--- config.mk ---
export PLATFORM = sky130hd
export DESIGN_NAME = ssd_scan_driver_2digit
export DESIGN_NICKNAME = d
export VERILOG_FILES = /design/src/rtl/ssd_scan_driver_2digit_pkg.sv /design/src/rtl/ssd_scan_driver_2digit_bcd_to_ssd.sv /design/src/rtl/ssd_scan_driver_2digit.sv
export SDC_FILE = /design/constraint.sdc
export NUM_CORES = 1
export LEC_CHECK = 0
export CORE_AREA = 2 2 56 84
export DETAILED_ROUTE_END_ITERATION = 8
export DIE_AREA = 0 0 58 86
export PLACE_DENSITY_LB_ADDON = 0.3
export SLEW_MARGIN = 20
export SYNTH_ARGS = -nofsm -noshare
export SYNTH_HDL_FRONTEND = slang
export SYNTH_SLANG_ARGS = --single-unit
--- constraint.sdc ---
create_clock -name clk -period 2.8 [get_ports clk]
set_clock_uncertainty 0.2 [all_clocks]
set_input_delay 0.28 -clock clk [delete_from_list [all_inputs] [get_ports clk]]
set_output_delay 0.28 -clock clk [all_outputs]
set_load 0.02 [all_outputs]
--- src/rtl/ssd_scan_driver_2digit_pkg.sv ---
// Shared constants, digit-slot enum and the nibble-to-segment helper for the
// 2-digit scan driver. Segment codes are active-low, bit 7 = dp, 6:0 = g..a.
package ssd_scan_driver_2digit_pkg;

    localparam logic [7:0] SEG_0     = 8'hC0;
    localparam logic [7:0] SEG_1     = 8'hF9;
    localparam logic [7:0] SEG_2     = 8'hA4;
    localparam logic [7:0] SEG_3     = 8'hB0;
    localparam logic [7:0] SEG_4     = 8'h99;
    localparam logic [7:0] SEG_5     = 8'h92;
    localparam logic [7:0] SEG_6     = 8'h82;
    localparam logic [7:0] SEG_7     = 8'hF8;
    localparam logic [7:0] SEG_8     = 8'h80;
    localparam logic [7:0] SEG_9     = 8'h90;
    localparam logic [7:0] SEG_BLANK = 8'hFF;
    localparam logic [7:0] SEG_DASH  = 8'hBF;

    localparam logic [3:0] AN_OFF    = 4'b1111;
    localparam logic [3:0] AN_DIG0   = 4'b1110;
    localparam logic [3:0] AN_DIG1   = 4'b1101;

    // Scan slots: only the two low digits carry data, the upper two stay dark.
    typedef enum logic [1:0] {
        DIG_ONES  = 2'd0,
        DIG_TENS  = 2'd1,
        DIG_DARK2 = 2'd2,
        DIG_DARK3 = 2'd3
    } digit_e;

    // Map one BCD nibble to its active-low segment pattern; non-decimal shows a dash.
    function automatic logic [7:0] seg_lookup(input logic [3:0] nibble);
        logic [7:0] seg;
        case (nibble)
            4'd0:    seg = SEG_0;
            4'd1:    seg = SEG_1;
            4'd2:    seg = SEG_2;
            4'd3:    seg = SEG_3;
            4'd4:    seg = SEG_4;
            4'd5:    seg = SEG_5;
            4'd6:    seg = SEG_6;
            4'd7:    seg = SEG_7;
            4'd8:    seg = SEG_8;
            4'd9:    seg = SEG_9;
            default: seg = SEG_DASH;
        endcase
        return seg;
    endfunction

endpackage

--- src/rtl/ssd_scan_driver_2digit_bcd_to_ssd.sv ---
// Combinational BCD nibble to active-low 7-segment decoder (dp held off).
module ssd_scan_driver_2digit_bcd_to_ssd
    import ssd_scan_driver_2digit_pkg::*;
(
    input  logic [3:0] i_nibble,
    output logic [7:0] o_seg
);

    // Pure table lookup; values above 9 decode to a dash.
    always_comb begin
        o_seg = SEG_BLANK;
        o_seg = seg_lookup(i_nibble);
    end

endmodule

--- src/rtl/ssd_scan_driver_2digit.sv ---
// Two-digit scan driver for a 4-digit common-anode 7-segment display.
// Samples the packed BCD value once per scan frame (tear-free), blanks a
// leading zero in the tens place and keeps digits 3:2 dark.
// Optional feature macro: SSD_BLINK_AT_ZERO_EN -- flashes the "0" shown
// when the sampled value is 00, with a half-period of 2**(BLINK_W-1) frames.
module ssd_scan_driver_2digit
    import ssd_scan_driver_2digit_pkg::*;
#(
    parameter int PRESCALE_W = 16,
    parameter int BLINK_W    = 6
)(
    input  logic       clk,
    input  logic       rst_n,
    input  logic [7:0] bcd_in,
    output logic [7:0] ssd_seg,
    output logic [3:0] ssd_an
);

    logic [PRESCALE_W-1:0] r_prescale;
    logic [1:0]            r_digit_idx;
    logic [7:0]            r_disp;
    logic [7:0]            r_ssd_seg;
    logic [3:0]            r_ssd_an;

    logic                  w_tick;
    logic                  w_frame_end;
    logic [7:0]            w_ones_seg;
    logic [7:0]            w_tens_seg;
    logic [7:0]            w_seg_scan;
    logic [3:0]            w_an_scan;
    logic [7:0]            w_seg_next;
    logic [3:0]            w_an_next;

    // Degenerate widths elaborate nothing; this keeps both widths referenced in every build.
    if (PRESCALE_W < 1 || BLINK_W < 1) begin : g_param_guard
    end

    assign w_tick      = &r_prescale;
    assign w_frame_end = w_tick && (r_digit_idx == 2'd3);

    // Free-running refresh prescaler; its all-ones state is the digit tick.
    always_ff @(posedge clk or negedge rst_n) begin
        if (!rst_n) begin
            r_prescale <= '0;
        end else begin
            r_prescale <= r_prescale + PRESCALE_W'(1);
        end
    end

    // Digit index advances on every tick and wraps 3 -> 0.
    always_ff @(posedge clk or negedge rst_n) begin
        if (!rst_n) begin
            r_digit_idx <= 2'd0;
        end else if (w_tick) begin
            r_digit_idx <= r_digit_idx + 2'd1;
        end
    end

    // Input is captured only at the frame boundary so a frame never mixes two values.
    always_ff @(posedge clk or negedge rst_n) begin
        if (!rst_n) begin
            r_disp <= 8'h00;
        end else if (w_frame_end) begin
            r_disp <= bcd_in;
        end
    end

    ssd_scan_driver_2digit_bcd_to_ssd u_ones_dec (
        .i_nibble (r_disp[3:0]),
        .o_seg    (w_ones_seg)
    );

    ssd_scan_driver_2digit_bcd_to_ssd u_tens_dec (
        .i_nibble (r_disp[7:4]),
        .o_seg    (w_tens_seg)
    );

    // Select anode and segment pattern for the slot currently being scanned.
    always_comb begin
        w_an_scan  = AN_OFF;
        w_seg_scan = SEG_BLANK;
        case (r_digit_idx)
            DIG_ONES: begin
                w_an_scan  = AN_DIG0;
                w_seg_scan = w_ones_seg;
            end
            DIG_TENS: begin
                w_an_scan = AN_DIG1;
                if (r_disp[7:4] == 4'd0) begin
                    w_seg_scan = SEG_BLANK;
                end else begin
                    w_seg_scan = w_tens_seg;
                end
            end
            DIG_DARK2: begin
                w_an_scan  = AN_OFF;
                w_seg_scan = SEG_BLANK;
            end
            DIG_DARK3: begin
                w_an_scan  = AN_OFF;
                w_seg_scan = SEG_BLANK;
            end
            default: begin
                w_an_scan  = AN_OFF;
                w_seg_scan = SEG_BLANK;
            end
        endcase
    end

`ifdef SSD_BLINK_AT_ZERO_EN
    logic [BLINK_W-1:0] r_frame_cnt;

    // Frame counter bumps at each frame boundary; its MSB is the blink phase.
    always_ff @(posedge clk or negedge rst_n) begin
        if (!rst_n) begin
            r_frame_cnt <= '0;
        end else if (w_frame_end) begin
            r_frame_cnt <= r_frame_cnt + BLINK_W'(1);
        end
    end

    // At expiry (value 00) the whole display goes dark during the odd blink phase.
    always_comb begin
        w_an_next  = w_an_scan;
        w_seg_next = w_seg_scan;
        if ((r_disp == 8'h00) && r_frame_cnt[BLINK_W-1]) begin
            w_an_next  = AN_OFF;
            w_seg_next = SEG_BLANK;
        end else begin
            w_an_next  = w_an_scan;
            w_seg_next = w_seg_scan;
        end
    end
`else
    // Without blinking the scanned pattern goes straight to the output registers.
    always_comb begin
        w_an_next  = w_an_scan;
        w_seg_next = w_seg_scan;
    end
`endif

    // Output registers: dark immediately on reset, otherwise one clock behind the index.
    always_ff @(posedge clk or negedge rst_n) begin
        if (!rst_n) begin
            r_ssd_an  <= AN_OFF;
            r_ssd_seg <= SEG_BLANK;
        end else begin
            r_ssd_an  <= w_an_next;
            r_ssd_seg <= w_seg_next;
        end
    end

    assign ssd_an  = r_ssd_an;
    assign ssd_seg = r_ssd_seg;

endmodule

### After elaboration in Yosys (flattened, before gate mapping)

Memory sizes are Yosys's and may differ from the RTL's.
Cells that the tools add are included.

| operators by class | value |
|---|---|
| multiplexer cells | 3 |
| reductions and logical operators | 5 |
| eq/ne operators | 3 |
| add/sub/neg operators | 2 |

Operator list:

| operator | count |
|---|---|
| 8-bit one-hot mux with 3 select lines | 1 |
| 16-bit by 1-bit adder with 16-bit output (second input constant) | 1 |
| 16-bit AND reduction | 1 |
| 4-bit one-hot mux with 3 select lines | 1 |
| 8-bit two-way mux | 1 |
| 2-bit == test (second input constant) | 2 |
| 4-bit zero test | 1 |
| 2-bit by 1-bit adder with 2-bit output (second input constant) | 1 |
| 2-bit by 1-bit == test with 1-bit output (second input constant) | 1 |
| 2-bit zero test | 1 |
| 2-bit OR reduction | 1 |
| 1-bit logical AND | 1 |

| word-level totals | value |
|---|---|
| flip-flop bits (word level) | 38 |
| output and inout port bits | 12 |
| logic and storage cells | 20 |
| input bits | 10 |
| ROM bits | 224 |
| memories | 2 |

Memory list:

| name | depth | width | read ports | clocked after memory_dff | write ports | RTL line | RTL |
|---|---|---|---|---|---|---|---|
| (no name shown) | 16 | 7 | 1 | 0 | 0 | ssd_scan_driver_2digit_pkg.sv:33 | `case (nibble)` |
| (no name shown) | 16 | 7 | 1 | 0 | 0 | ssd_scan_driver_2digit_pkg.sv:33 |  |

### Logic depth before layout (Yosys ltp)

| depth | value |
|---|---|
| depth in word-level cells | 3 |
| mapped depth | 6 |
| mapped depth without buffers | 6 |

### Cells and area by module

Synthesis repeated with hierarchy kept, for this count alone.

| unflattened totals | value |
|---|---|
| cell total of the unflattened synthesis | 184 |
| area, all modules | 2063.2 sq um |

By module, submodules not included:

| module | area each (sq um) | sequential area each (sq um) | times used | cells an instance |
|---|---|---|---|---|
| ssd_scan_driver_2digit | 1560.2 | 913.4 | 1 | 118 |
| ssd_scan_driver_2digit_bcd_to_ssd | 251.5 | 0.0 | 2 | 33 |

### Worst setup path before layout

Ideal clock, no wire load.

| path | value |
|---|---|
| path type | reg2reg |
| from | reg r_prescale[0] |
| to | reg r_disp[0] |
| data arrival time | 1343 ps |
| required time | 2475 ps |
| library setup time | 125 ps |
| stages on the path, launching flop included | 6 |
| path slack | 1132 ps |
| buffers on the path | 0 |
| period minus slack after synthesis | 1668 ps |
| cells stage by stage | dfrtp_1 ha_1 nand2_1 nor3_4 nand3_4 mux2_2 |

| between the ends | value |
|---|---|
| word-level cells in the longest chain between the ends | 2 |

RTL lines:

| item | RTL line | RTL |
|---|---|---|
| start: declaration | ssd_scan_driver_2digit.sv:19 | `logic [PRESCALE_W-1:0] r_prescale;` |
| start signal: assignment | ssd_scan_driver_2digit.sv:46 | `r_prescale <= r_prescale + PRESCALE_W'(1);` |
| 16-bit AND reduction | ssd_scan_driver_2digit.sv:38 | `assign w_tick = &r_prescale;` |
| 1-bit logical AND | ssd_scan_driver_2digit.sv:39 | `assign w_frame_end = w_tick && (r_digit_idx == 2'd3);` |
| end signal: assignment | ssd_scan_driver_2digit.sv:64 | `r_disp <= bcd_in;` |
| end: declaration | ssd_scan_driver_2digit.sv:21 | `logic [7:0] r_disp;` |

Every way passes these cells.
A chain may end at the register's enable or synchronous reset.

### Final worst setup path

| path | value |
|---|---|
| from | reg r_ssd_seg[6], in the netlist ssd_seg[6] |
| to | out ssd_seg[6] |

RTL lines:

| item | RTL line | RTL |
|---|---|---|
| start: declaration | ssd_scan_driver_2digit.sv:22 | `logic [7:0] r_ssd_seg;` |
| start signal: assignment | ssd_scan_driver_2digit.sv:149 | `r_ssd_seg <= w_seg_next;` |
| end: declaration | ssd_scan_driver_2digit.sv:15 | `output logic [7:0] ssd_seg,` |

No word-level cell between the ends.

==> impl_metrics.env <==
export IMPL_clk_pin_slew_ns=0.07
export IMPL_dp_final_hpwl_um=2560
export IMPL_p_leak_nw=0.958
export IMPL_synth_warning_count=0
export IMPL_mostFrequentLayoutCells="sky130_fd_sc_hd__dfrtp_1 (26), sky130_fd_sc_hd__clkdlybuf4s50_1 (18), sky130_fd_sc_hd__ha_1 (16), sky130_fd_sc_hd__inv_1 (11), sky130_fd_sc_hd__xnor2_1 (10)"
export IMPL_critical_path_cell_chain="clkdlybuf4s50_1"
export IMPL_max_clock_path_buffers=2
export IMPL_grt_pass1_vias=1338
export IMPL_timing_hold_ws_ns=0.196
export IMPL_num_nets_final=212
export IMPL_first_iter_violations=20
export IMPL_routed_via_density=5.43
export IMPL_timing_hold_worst_class="primary input to asynchronous set/reset pin"
export IMPL_instances_no_fill=233
export IMPL_clk_latency_ns=0.29
export IMPL_mostFrequentLayoutCell="sky130_fd_sc_hd__dfrtp_1"
export IMPL_post_synth_num_cell_types=36
export IMPL_finalWirelength_um=3390
export IMPL_floorplan_die_width_um=58
export IMPL_cts_htree_levels=2
export IMPL_syn_to_final_growth_pct=16.8
export IMPL_via_count=1265
export IMPL_achievable_frequency_mhz=530
export IMPL_post_cts_resized=0
export IMPL_postLayoutCoreUtil=0.514
export IMPL_worstPathMaxFanout=1
export IMPL_pin_count_of_the_biggest_net_entering_global_routing=36
export IMPL_timing_critical_path_from_type="flop"
export IMPL_global_route_usage_total=0.156
export IMPL_finalWeightedCongestion=0.756
export IMPL_synth_seq_area_share=0.479
export IMPL_syn_area_um2=1850
export IMPL_critPathTopFamily="buffers and inverters"
export IMPL_crit_slowest_cell="sky130_fd_sc_hd__clkdlybuf4s50_1"
export IMPL_core_area_um2=4210
export IMPL_antennaDiodeCount=0
export IMPL_fin_tns_setup_ns=0
export IMPL_critical_path_max_stage_delay_ns=0.59
export IMPL_cts_buffers_inserted=5
export IMPL_final_setup_worst_slack_ns=0.915
export IMPL_std_cell_rows=29
export IMPL_antenna_found_initial=0
export IMPL_pre_cts_slack_ns=0.913
export IMPL_design_die_area_um2=4990
export IMPL_period_share=0.673
export IMPL_timing_critical_path_to_type="primary output"
export IMPL_power_density_nw_per_um2=482
export IMPL_floorplan_initialDensity=0.440
export IMPL_post_cts_setup_buffer_count=0
export IMPL_drt_pass1_iter_count=4
export IMPL_worst_slew_margin_rel=0.631
export IMPL_critical_path_n_buffers_inverters=1
export IMPL_syn_inst=166
export IMPL_dp_cells=225
export IMPL_ir_worst_vdd_uv=350
export IMPL_setup_violations=0
export IMPL_cts_sinks=35
export IMPL_path_class="flop to primary output"
export IMPL_worst_slew_pin_slew_ns=0.550
export IMPL_syn_avg_cell_area_um2=11.1
export IMPL_drive_above_1_share=0.176
export IMPL_timing_max_cap_violations=0
export IMPL_dieHeight_um=86
export IMPL_setup_repair_after_global_routing_missed_its_margin="no"
export IMPL_ant_nets=0
export IMPL_grt_first_pass_wirelength_um=5870
export IMPL_globalRouteOverflowTotal=0
export IMPL_final_count_of_pins_violating_max_slew=0
export IMPL_cp_data_arrival_time_ns=1.41
export IMPL_tritoncts_clock_tree="yes"
export IMPL_design_portCount=22
export IMPL_outcome="finished clean"
export IMPL_clk_root_buffer_cell="sky130_fd_sc_hd__clkbuf_8"
export IMPL_cts_hold_buffers=0
export IMPL_timing_critical_path_required_ns=2.32
export IMPL_synth_seq_cells=35
export IMPL_fillerInstances=384
export IMPL_timing_final_crit_period_ns=1.89
export IMPL_placement_io_buffers=18
export IMPL_hold_violations=0
export IMPL_wl_per_cell_um=14.5
export IMPL_detail_route_drc_violations=0
[power by group]
group	switching (mW)	internal (mW)
sequential	0.0155	0.526
combinational	0.0516	0.0500
clock	0.176	0.224
total	0.243	0.800
[registers in the layout (all words and copies together), names as in the netlist]
name / cells
r_prescale: 16
r_digit_idx: 2
ssd_seg: 7
r_disp: 8
ssd_an: 2
[metrics by stage]
| step | cell area (um2) | total power, mW |
|---|---|---|
| finish | 2160 | 1.04 |
| floorplan | 1860 | 0.606 |
| CTS | 2160 | 1.06 |
| global route | 2160 | 1.09 |
| detailed placement | 2060 | 0.654 |
| global placement | 2060 | 0.649 |
[per-layer routing]
metal | global-route usage | share of wire | vias to the layer above
met5 | 0 | 0 | -
met3 | 0.0407 | 0.029 | 5
li1 | - | - | 615
met2 | 0.300 | 0.59 | 23
met4 | 0.0634 | 0.011 | 0
met1 | 0.151 | 0.37 | 622
[cells in the mapped netlist, drive strengths merged]
cell	n	share of area
a21oi	6	0.016
conb	1	0.0020
mux2i	1	0.0054
ha	16	0.11
and2	1	0.0041
a21o	1	0.0041
and4	2	0.012
o22ai	3	0.010
o41a	1	0.0061
o31ai	2	0.0081
nand2	6	0.012
mux2	9	0.055
clkbuf	5	0.010
nand3	10	0.037
nand4	2	0.0068
or3b	1	0.0047
nand2b	1	0.0034
inv	11	0.022
dfrtp	26	0.35
o21ai	9	0.024
nand3b	1	0.0041
a32oi	1	0.0047
xnor2	10	0.047
xor2	5	0.024
dfstp	9	0.13
a2111oi	1	0.0047
a22oi	6	0.024
nor2b	2	0.0068
o221ai	1	0.0047
and3	1	0.0034
nor2	8	0.016
nor3	4	0.017
buf	3	0.012
[final cells by class]
cell class / instances / area, um2 / share of cell area
well taps: 46 / 57.6 / 0.0266
flip-flops and latches: 35 / 887 / 0.410
inverters: 11 / 41.3 / 0.0191
repair buffers: 19 / 188 / 0.0868
clock buffers: 8 / 100 / 0.0463
multi-input cells: 114 / 888 / 0.411
[path summary, 6_finish.rpt]
path	slack [ns]	to	cells after the start	startpoint
max reg2reg	0.94	r_disp[6]	5	r_prescale[0]
max in group asynchronous	1.85	ssd_an[1]	2	rst_n
min reg2reg	0.27	r_prescale[8]	1	r_prescale[8]
max	0.91	ssd_seg[6]	1	ssd_seg[6]
min	0.20	r_disp[3]	2	rst_n
min in group clk	0.27	r_prescale[8]	1	r_prescale[8]
[logic make-up (layout without fill, tap and decap cells)]
group | count (synthesis) | in the layout | share of synthesized area
other | 1 | 3 | 0.00203
adders and majority gates | 16 | 16 | 0.108
xor gates and xnor gates | 15 | 15 | 0.0710
buffers and inverters | 19 | 38 | 0.0446
and+or+nand+nor | 39 | 39 | 0.127
AOI/OAI and AO/OA | 31 | 31 | 0.108
muxes | 10 | 10 | 0.0602
DFF | 35 | 35 | 0.479
Note: power is estimated with default switching activity, not from simulation.
